<file path="src/rtl/ad7606_cfg_sched_pkg.sv">
// Shared types and constants for the AD7606 configuration scheduler.
package ad7606_cfg_sched_pkg;

    // Config byte layout as seen by the AD7606 interface IP.
    typedef struct packed {
        logic [2:0] ch;
        logic [2:0] os;
        logic       stby;
        logic       rng;
    } cfg_t;

    // Oversampling code the IP does not accept; requests carrying it are rejected.
    localparam logic [2:0]  OS_INVALID = 3'b111;

    // Word presented on data_o while in reset.
    localparam logic [15:0] RST_WORD   = 16'h0002;

    typedef enum logic [2:0] {
        ST_INIT_RST,
        ST_INIT_SET,
        ST_LOAD,
        ST_STROBE,
        ST_GAP,
        ST_IDLE,
        ST_REJECT
    } state_e;

    // Counter width able to hold (max duration - 1) for every timed state.
    function automatic int cnt_width(input int a, input int b, input int c, input int d);
        int m;
        m = a;
        if (b > m) m = b;
        if (c > m) m = c;
        if (d > m) m = d;
        return (m <= 2) ? 1 : $clog2(m);
    endfunction

    // Word actually written: the synchronized range input replaces the requester's range bit.
    function automatic logic [15:0] cfg_word(input logic [6:0] cfg_hi, input logic rng);
        return {8'h00, cfg_hi, rng};
    endfunction

endpackage

</file>
<file path="src/rtl/ad7606_cfg_sched_rr_arbiter.sv">
// Combinational round-robin arbiter: the search starts at ptr_i and wraps to index 0.
module ad7606_cfg_sched_rr_arbiter
    import ad7606_cfg_sched_pkg::*;
#(
    parameter int NREQ  = 2,
    parameter int IDX_W = 1
) (
    input  logic [NREQ-1:0]  req_i,
    input  logic [IDX_W-1:0] ptr_i,
    output logic [NREQ-1:0]  grant_o,
    output logic [IDX_W-1:0] idx_o,
    output logic             valid_o
);

    logic found;

    // Pick the first request at or above the pointer, otherwise the lowest request overall.
    always_comb begin
        // NOTE: every output gets a default before any branch so no path can leave a value held, which would infer a latch.
        found   = 1'b0;
        idx_o   = '0;
        for (int i = 0; i < NREQ; i++) begin
            if (!found && req_i[i] && (i >= int'(ptr_i))) begin
                found = 1'b1;
                idx_o = IDX_W'(i);
            end
        end
        for (int i = 0; i < NREQ; i++) begin
            if (!found && req_i[i]) begin
                found = 1'b1;
                idx_o = IDX_W'(i);
            end
        end
        valid_o = found;
        grant_o = found ? (NREQ'(1) << idx_o) : '0;
    end

endmodule

</file>
<file path="src/rtl/ad7606_cfg_sched.sv">
// AD7606 configuration scheduler: reset-release and default-config sequence,
// then round-robin servicing of config-change requests and range-bit rewrites.
module ad7606_cfg_sched
    import ad7606_cfg_sched_pkg::*;
#(
    parameter int         NREQ       = 2,
    parameter int         RST_CYC    = 4,
    parameter int         SETTLE_CYC = 4,
    parameter int         WR_LEN     = 1,
    parameter int         GAP_CYC    = 2,
    parameter logic [7:0] DEF_CFG    = 8'hE2
) (
    input  logic              led_clk_i,
    input  logic              rst_i,
    input  logic              adc_range_i,
    input  logic [NREQ-1:0]   req_i,
    input  logic [8*NREQ-1:0] cfg_i,
    output logic [NREQ-1:0]   ack_o,
    output logic              err_o,
    output logic              ready_o,
    output logic              wr_data_n_o,
    output logic              rst_ctrl_o,
    output logic [15:0]       data_o
);

    localparam int IDX_W = (NREQ > 1) ? $clog2(NREQ) : 1;
    localparam int CNT_W = cnt_width(RST_CYC, SETTLE_CYC, WR_LEN, GAP_CYC);

    localparam logic [CNT_W-1:0] RST_LAST    = CNT_W'(RST_CYC - 1);
    localparam logic [CNT_W-1:0] SETTLE_LAST = CNT_W'(SETTLE_CYC - 1);
    localparam logic [CNT_W-1:0] WR_LAST     = CNT_W'(WR_LEN - 1);
    localparam logic [CNT_W-1:0] GAP_LAST    = CNT_W'(GAP_CYC - 1);

    // Range synchronizer and edge detect.
    logic range_meta_q, range_s_q, range_q;
    logic range_chg;

    // FSM and datapath state.
    state_e           state_q, state_d;
    logic [CNT_W-1:0] cnt_q, cnt_d;
    cfg_t             word_q, word_d;
    cfg_t             last_cfg_q, last_cfg_d;
    logic [NREQ-1:0]  grant_q, grant_d;
    logic             is_req_q, is_req_d;
    logic [IDX_W-1:0] rr_ptr_q, rr_ptr_d;
    logic             range_pend_q, range_pend_d;
    logic [15:0]      data_q, data_d;

    // Arbiter results and the config byte of the winning requester.
    logic [NREQ-1:0]  gnt_oh;
    logic [IDX_W-1:0] gnt_idx;
    logic             gnt_valid;
    cfg_t             cfg_arr [NREQ];
    cfg_t             cfg_sel;
    logic [IDX_W-1:0] ptr_next;

    // The stored range bit is never written out; the synchronized input is used instead.
    logic unused_rng;
    assign unused_rng = word_q.rng;

    for (genvar g = 0; g < NREQ; g++) begin : g_cfg
        assign cfg_arr[g] = cfg_t'(cfg_i[8*g +: 8]);
    end

    assign cfg_sel   = cfg_arr[gnt_idx];
    assign ptr_next  = (gnt_idx == IDX_W'(NREQ - 1)) ? '0 : gnt_idx + IDX_W'(1);
    assign range_chg = range_s_q ^ range_q;
    assign data_o    = data_q;

    ad7606_cfg_sched_rr_arbiter #(
        .NREQ  (NREQ),
        .IDX_W (IDX_W)
    ) u_arb (
        .req_i   (req_i),
        .ptr_i   (rr_ptr_q),
        .grant_o (gnt_oh),
        .idx_o   (gnt_idx),
        .valid_o (gnt_valid)
    );

    // Two-flop synchronizer for the asynchronous range level, plus one stage for change detection.
    always_ff @(posedge led_clk_i or posedge rst_i) begin
        if (rst_i) begin
            range_meta_q <= 1'b0;
            range_s_q    <= 1'b0;
            range_q      <= 1'b0;
        end else begin
            // NOTE: non-blocking assignments make every flop sample the pre-edge value, so the chain shifts by one stage per clock.
            range_meta_q <= adc_range_i;
            range_s_q    <= range_meta_q;
            range_q      <= range_s_q;
        end
    end

    // State register; reset aborts any write in progress and restarts the init sequence.
    always_ff @(posedge led_clk_i or posedge rst_i) begin
        if (rst_i) begin
            state_q      <= ST_INIT_RST;
            cnt_q        <= '0;
            word_q       <= cfg_t'(DEF_CFG);
            last_cfg_q   <= cfg_t'(DEF_CFG);
            grant_q      <= '0;
            is_req_q     <= 1'b0;
            rr_ptr_q     <= '0;
            range_pend_q <= 1'b0;
            data_q       <= RST_WORD;
        end else begin
            state_q      <= state_d;
            cnt_q        <= cnt_d;
            word_q       <= word_d;
            last_cfg_q   <= last_cfg_d;
            grant_q      <= grant_d;
            is_req_q     <= is_req_d;
            rr_ptr_q     <= rr_ptr_d;
            range_pend_q <= range_pend_d;
            data_q       <= data_d;
        end
    end

    // Next-state logic and Moore outputs.
    always_comb begin
        state_d      = state_q;
        cnt_d        = cnt_q + CNT_W'(1);
        word_d       = word_q;
        last_cfg_d   = last_cfg_q;
        grant_d      = grant_q;
        is_req_d     = is_req_q;
        rr_ptr_d     = rr_ptr_q;
        range_pend_d = range_pend_q | (range_chg & (state_q != ST_IDLE));
        data_d       = data_q;

        ack_o        = '0;
        err_o        = 1'b0;
        ready_o      = 1'b0;
        wr_data_n_o  = 1'b1;
        rst_ctrl_o   = 1'b1;

        unique case (state_q)
            ST_INIT_RST: begin
                rst_ctrl_o = 1'b0;
                if (cnt_q == RST_LAST) begin
                    state_d = ST_INIT_SET;
                    cnt_d   = '0;
                end
            end

            ST_INIT_SET: begin
                if (cnt_q == SETTLE_LAST) begin
                    state_d  = ST_LOAD;
                    cnt_d    = '0;
                    word_d   = cfg_t'(DEF_CFG);
                    is_req_d = 1'b0;
                end
            end

            ST_LOAD: begin
                data_d  = cfg_word(word_q[7:1], range_s_q);
                state_d = ST_STROBE;
                cnt_d   = '0;
            end

            ST_STROBE: begin
                wr_data_n_o = 1'b0;
                if (cnt_q == WR_LAST) begin
                    state_d = ST_GAP;
                    cnt_d   = '0;
                end
            end

            ST_GAP: begin
                if (cnt_q == GAP_LAST) begin
                    // Only requester writes are acknowledged; init and range rewrites are silent.
                    ack_o   = is_req_q ? grant_q : '0;
                    state_d = ST_IDLE;
                    cnt_d   = '0;
                end
            end

            ST_IDLE: begin
                ready_o = 1'b1;
                cnt_d   = '0;
                if (range_pend_q || range_chg) begin
                    // A range change re-issues the last accepted config ahead of any request.
                    word_d       = last_cfg_q;
                    is_req_d     = 1'b0;
                    range_pend_d = 1'b0;
                    state_d      = ST_LOAD;
                end else if (gnt_valid) begin
                    grant_d  = gnt_oh;
                    rr_ptr_d = ptr_next;
                    if (cfg_sel.os == OS_INVALID) begin
                        state_d = ST_REJECT;
                    end else begin
                        word_d     = cfg_sel;
                        last_cfg_d = cfg_sel;
                        is_req_d   = 1'b1;
                        state_d    = ST_LOAD;
                    end
                end
            end

            ST_REJECT: begin
                ack_o   = grant_q;
                err_o   = 1'b1;
                state_d = ST_IDLE;
                cnt_d   = '0;
            end

            default: begin
                state_d = ST_INIT_RST;
                cnt_d   = '0;
            end
        endcase
    end

endmodule
</file>
<file path="config.mk">
export PLATFORM = sky130hd
export DESIGN_NAME = ad7606_cfg_sched
export DESIGN_NICKNAME = d
export VERILOG_FILES = /design/src/rtl/ad7606_cfg_sched_pkg.sv /design/src/rtl/ad7606_cfg_sched_rr_arbiter.sv /design/src/rtl/ad7606_cfg_sched.sv
export SDC_FILE = /design/constraint.sdc
export NUM_CORES = 1
export LEC_CHECK = 0
export ABC_CLOCK_PERIOD_IN_PS = 1880
export CAP_MARGIN = 20
export CORE_MARGIN = 8
export CORE_UTILIZATION = 44
export DETAILED_ROUTE_END_ITERATION = 16
export PLACE_DENSITY_LB_ADDON = 0.05
export SYNTH_ARGS = -nofsm -noshare
export SYNTH_HDL_FRONTEND = slang
export SYNTH_SLANG_ARGS = --single-unit
export TNS_END_PERCENT = 20
</file>
<file path="constraint.sdc">
create_clock -name led_clk_i -period 1.88 [get_ports led_clk_i]
set_input_delay 0.282 -clock led_clk_i [delete_from_list [all_inputs] [get_ports led_clk_i]]
set_output_delay 0.282 -clock led_clk_i [all_outputs]
set_load 0.02 [all_outputs]
</file>
==> results.sh <==
export IMPL_outcome="complete, no violations"
export IMPL_track_usage_pct=12.8
export IMPL_hp_class="flop to flop"
export IMPL_yosysTopAreaCell="dfrtp_1"
export IMPL_crit_path_cell_trace="nor2b_2 -> nand2_1 -> inv_1 -> dlygate4sd2_1"
export IMPL_yosysMostFrequentCell="dfrtp_1"
export IMPL_grt_max_degree=35
export IMPL_synthMuxAreaShare_pct=17.1
export IMPL_drt_iter0_drc=75
export IMPL_num_nets_final=236
export IMPL_clock_skew_ps=3.68
export IMPL_p_seq_share_pct=38.1
export IMPL_synthSimpleGateAreaFrac_pct=10.6
export IMPL_ys_seq_elements=34
export IMPL_seq_area_frac_synth_pct=48.6
export IMPL_worst_path_max_fanout=9
export IMPL_detail_route_antenna_nets=0
export IMPL_dpl_instance_area_mm2=0.00225
export IMPL_cp_slowest_stage_delay_ps=470
export IMPL_clockBufferDepth=2
export IMPL_crit_path_end_kind="output port"
export IMPL_maxSlewViolCount=0
export IMPL_yosysTopAreaCellShare_pct=35.2
export IMPL_power_frac_comb_pct=44.9
export IMPL_dp_hpwl_um=3030
export IMPL_grt_pass1_vias=1388
export IMPL_synth_fa_ha_area_share_pct=3.52
export IMPL_cts_sinks=34
export IMPL_num_vias=1335
export IMPL_worstPathArrival_ps=1510
export IMPL_p_per_area_mw_per_mm2=1410
export IMPL_synth_edf_count=0
export IMPL_die_height_um=79.5
export IMPL_switching_share_pct=35.5
export IMPL_p_switching_mw=1.18
export IMPL_rows=23
export IMPL_max_cap_viol_count=0
export IMPL_crit_path_start_kind="flop"
export IMPL_path_class="flop to output port"
export IMPL_cp_slowest_cell="dfrtp_2"
export IMPL_gp_congestion=0.785
export IMPL_cts_tree="built"
export IMPL_tns_ps=0
export IMPL_grt_pass1_wl_um=6330
export IMPL_antenna_cells=0
export IMPL_port_buffers=32
export IMPL_p_leak_nw=1.06
export IMPL_vias_per_cell=5.11
export IMPL_syn_inst=156
export IMPL_antenna_found_initial=0
export IMPL_rrSetupSlack_ps=100
export IMPL_layout_drive_gt1_share_pct=34.6
export IMPL_fin_crit_ps=1790
export IMPL_synth_cell_types=38
export IMPL_finalSetupViolCount=0
export IMPL_synth_area_mm2=0.00178
export IMPL_worst_slack_ps=88.9
export IMPL_synthArstFlopShare_pct=100
export IMPL_cts_root_buf="clkbuf_8"
export IMPL_ios=43
export IMPL_start_util_pct=45.0
export IMPL_ys_warn_count=0
export IMPL_cts_clk_slew_worst_paths_ps=70
export IMPL_wl_per_cell_um=15.0
export IMPL_dp_slack_ps=-224
export IMPL_avgSynthCellArea_um2=11.4
export IMPL_clk_latency_ps=290
export IMPL_syn_to_final_growth_pct=32.7
export IMPL_first_pass_iters=4
export IMPL_max_freq_ghz=0.558
export IMPL_cts_made_buffers=5
export IMPL_ctsHoldBuffers=0
export IMPL_synthXorXnorAreaFrac_pct=0.987
export IMPL_required_ps=1600
export IMPL_min_period_over_period_pct=95.3
export IMPL_hold_slack_ps=353
export IMPL_dieArea_mm2=0.00632
export IMPL_ys_top_cells_by_area="dfrtp_1 (35%), dfstp_2 (13%), mux2_2 (12%), mux2i_1 (5.1%), buf_4 (3.8%)"
export IMPL_grt_overflow_total=0
export IMPL_synth_common_cells="dfrtp_1 (25), mux2_2 (19), a21oi_1 (10), inv_1 (10)"
export IMPL_power_total_mw=3.32
export IMPL_final_cell_area_mm2=0.00236
export IMPL_pwr_share_clk_pct=17.0
export IMPL_synth_compound_area_share_pct=11.6
export IMPL_drt_wl_total_um=3910
export IMPL_fp_dieW_um=79.5
export IMPL_synth_top_family_by_area="multiplexers"
export IMPL_max_vdd_ir_drop_uv=824
export IMPL_core_area_mm2=0.00394
export IMPL_rsz0062_at_grt="false"
export IMPL_synthFlopType="dfrtp_1"
export IMPL_drc=0
export IMPL_h_tree_depth=2
export IMPL_finalHoldViolCount=0
export IMPL_p_int_mw=2.14
==> cell usage in the layout, fill, tap and decap left out, types with 7 or more instances in the layout <==
cell type,n
a21oi_1,8
mux2_2,19
clkdlybuf4s50_1,26
o21ai_0,7
dfrtp_1,24
buf_4,21
dfstp_2,9
mux2i_1,9
conb_1,8
inv_1,10
==> cell families after synthesis <==
group / count (synthesis)
buffers and inverters: 23
AOI/OAI and AO/OA: 31
xor gates and xnor gates: 2
and+or+nand+nor: 32
muxes: 28
adders and majority gates: 5
DFF: 34
other: 1
==> flip-flops by register name (all words and copies together), names as in the netlist, 2 cells and up <==
| name | cells |
|---|---|
| last_cfg_q | 7 |
| grant_q | 2 |
| state_q | 3 |
| data_o | 8 |
| word_q | 7 |
| cnt_q | 2 |
==> per-layer routing <==
metal | up-vias | track usage [%] | share of wire (%)
met1 | 655 | 14.4 | 42
met5 | - | 0 | 0
met3 | 7 | 4.95 | 5.5
li1 | 634 | - | -
met4 | 0 | 5.93 | 2.0
met2 | 39 | 20.9 | 50
==> repair_timing <==
action                                  4_1_cts  5_1_grt
endpoints found under the hold margin         0        0
resized for setup                            12        8
endpoints found under the setup margin        9       16
setup buffers                                 0        0
==> critical path: cells and delay by family (launching register included) <==
kind | cells | cell delay (ps)
buf+inv | 2 | 500
flops | 1 | 470
simple gates | 2 | 250
==> path summary, 6_finish.rpt <==
kind | cells after the start | startpoint | endpoint
worst max-delay path | 4 | state_q[1] | ready_o
worst min-delay path | 0 | range_meta_q | range_s_q
worst max register to register | 5 | range_s_q | word_q[3]
worst min register to register | 0 | range_meta_q | range_s_q
max in group asynchronous | 3 | rst_i | last_cfg_q[7]
min in group asynchronous | 3 | rst_i | range_meta_q
==> power groups by stage <==
| stage | sequential [mW] | clock [mW] | combinational, mW |
|---|---|---|---|
| after floorplan | 1.27 | 0 | 0.923 |
| after global placement | 1.25 | 0 | 1.42 |
| after detailed placement | 1.27 | 0 | 1.46 |
| after CTS | 1.26 | 0.581 | 1.45 |
| after global routing | 1.31 | 0.606 | 1.61 |
| final | 1.26 | 0.564 | 1.49 |
==> metrics by stage <==
stage	util (%)	instances
after floorplan	-	163
after global placement	57.1	253
after detailed placement	57.1	253
after CTS	59.5	261
after global routing	59.8	261
final	59.8	261
==> area by class of cell <==
type | instances | area [um2]
fillers | 325 | 1590
flip-flops and latches | 34 | 863
multi-input cells | 106 | 835
repair buffers | 53 | 463
clock buffers | 6 | 82.6
well taps | 50 | 62.6
inverters | 10 | 37.5
clock inverters | 2 | 12.5
No activity file was read; power rests on OpenSTA's default activity.
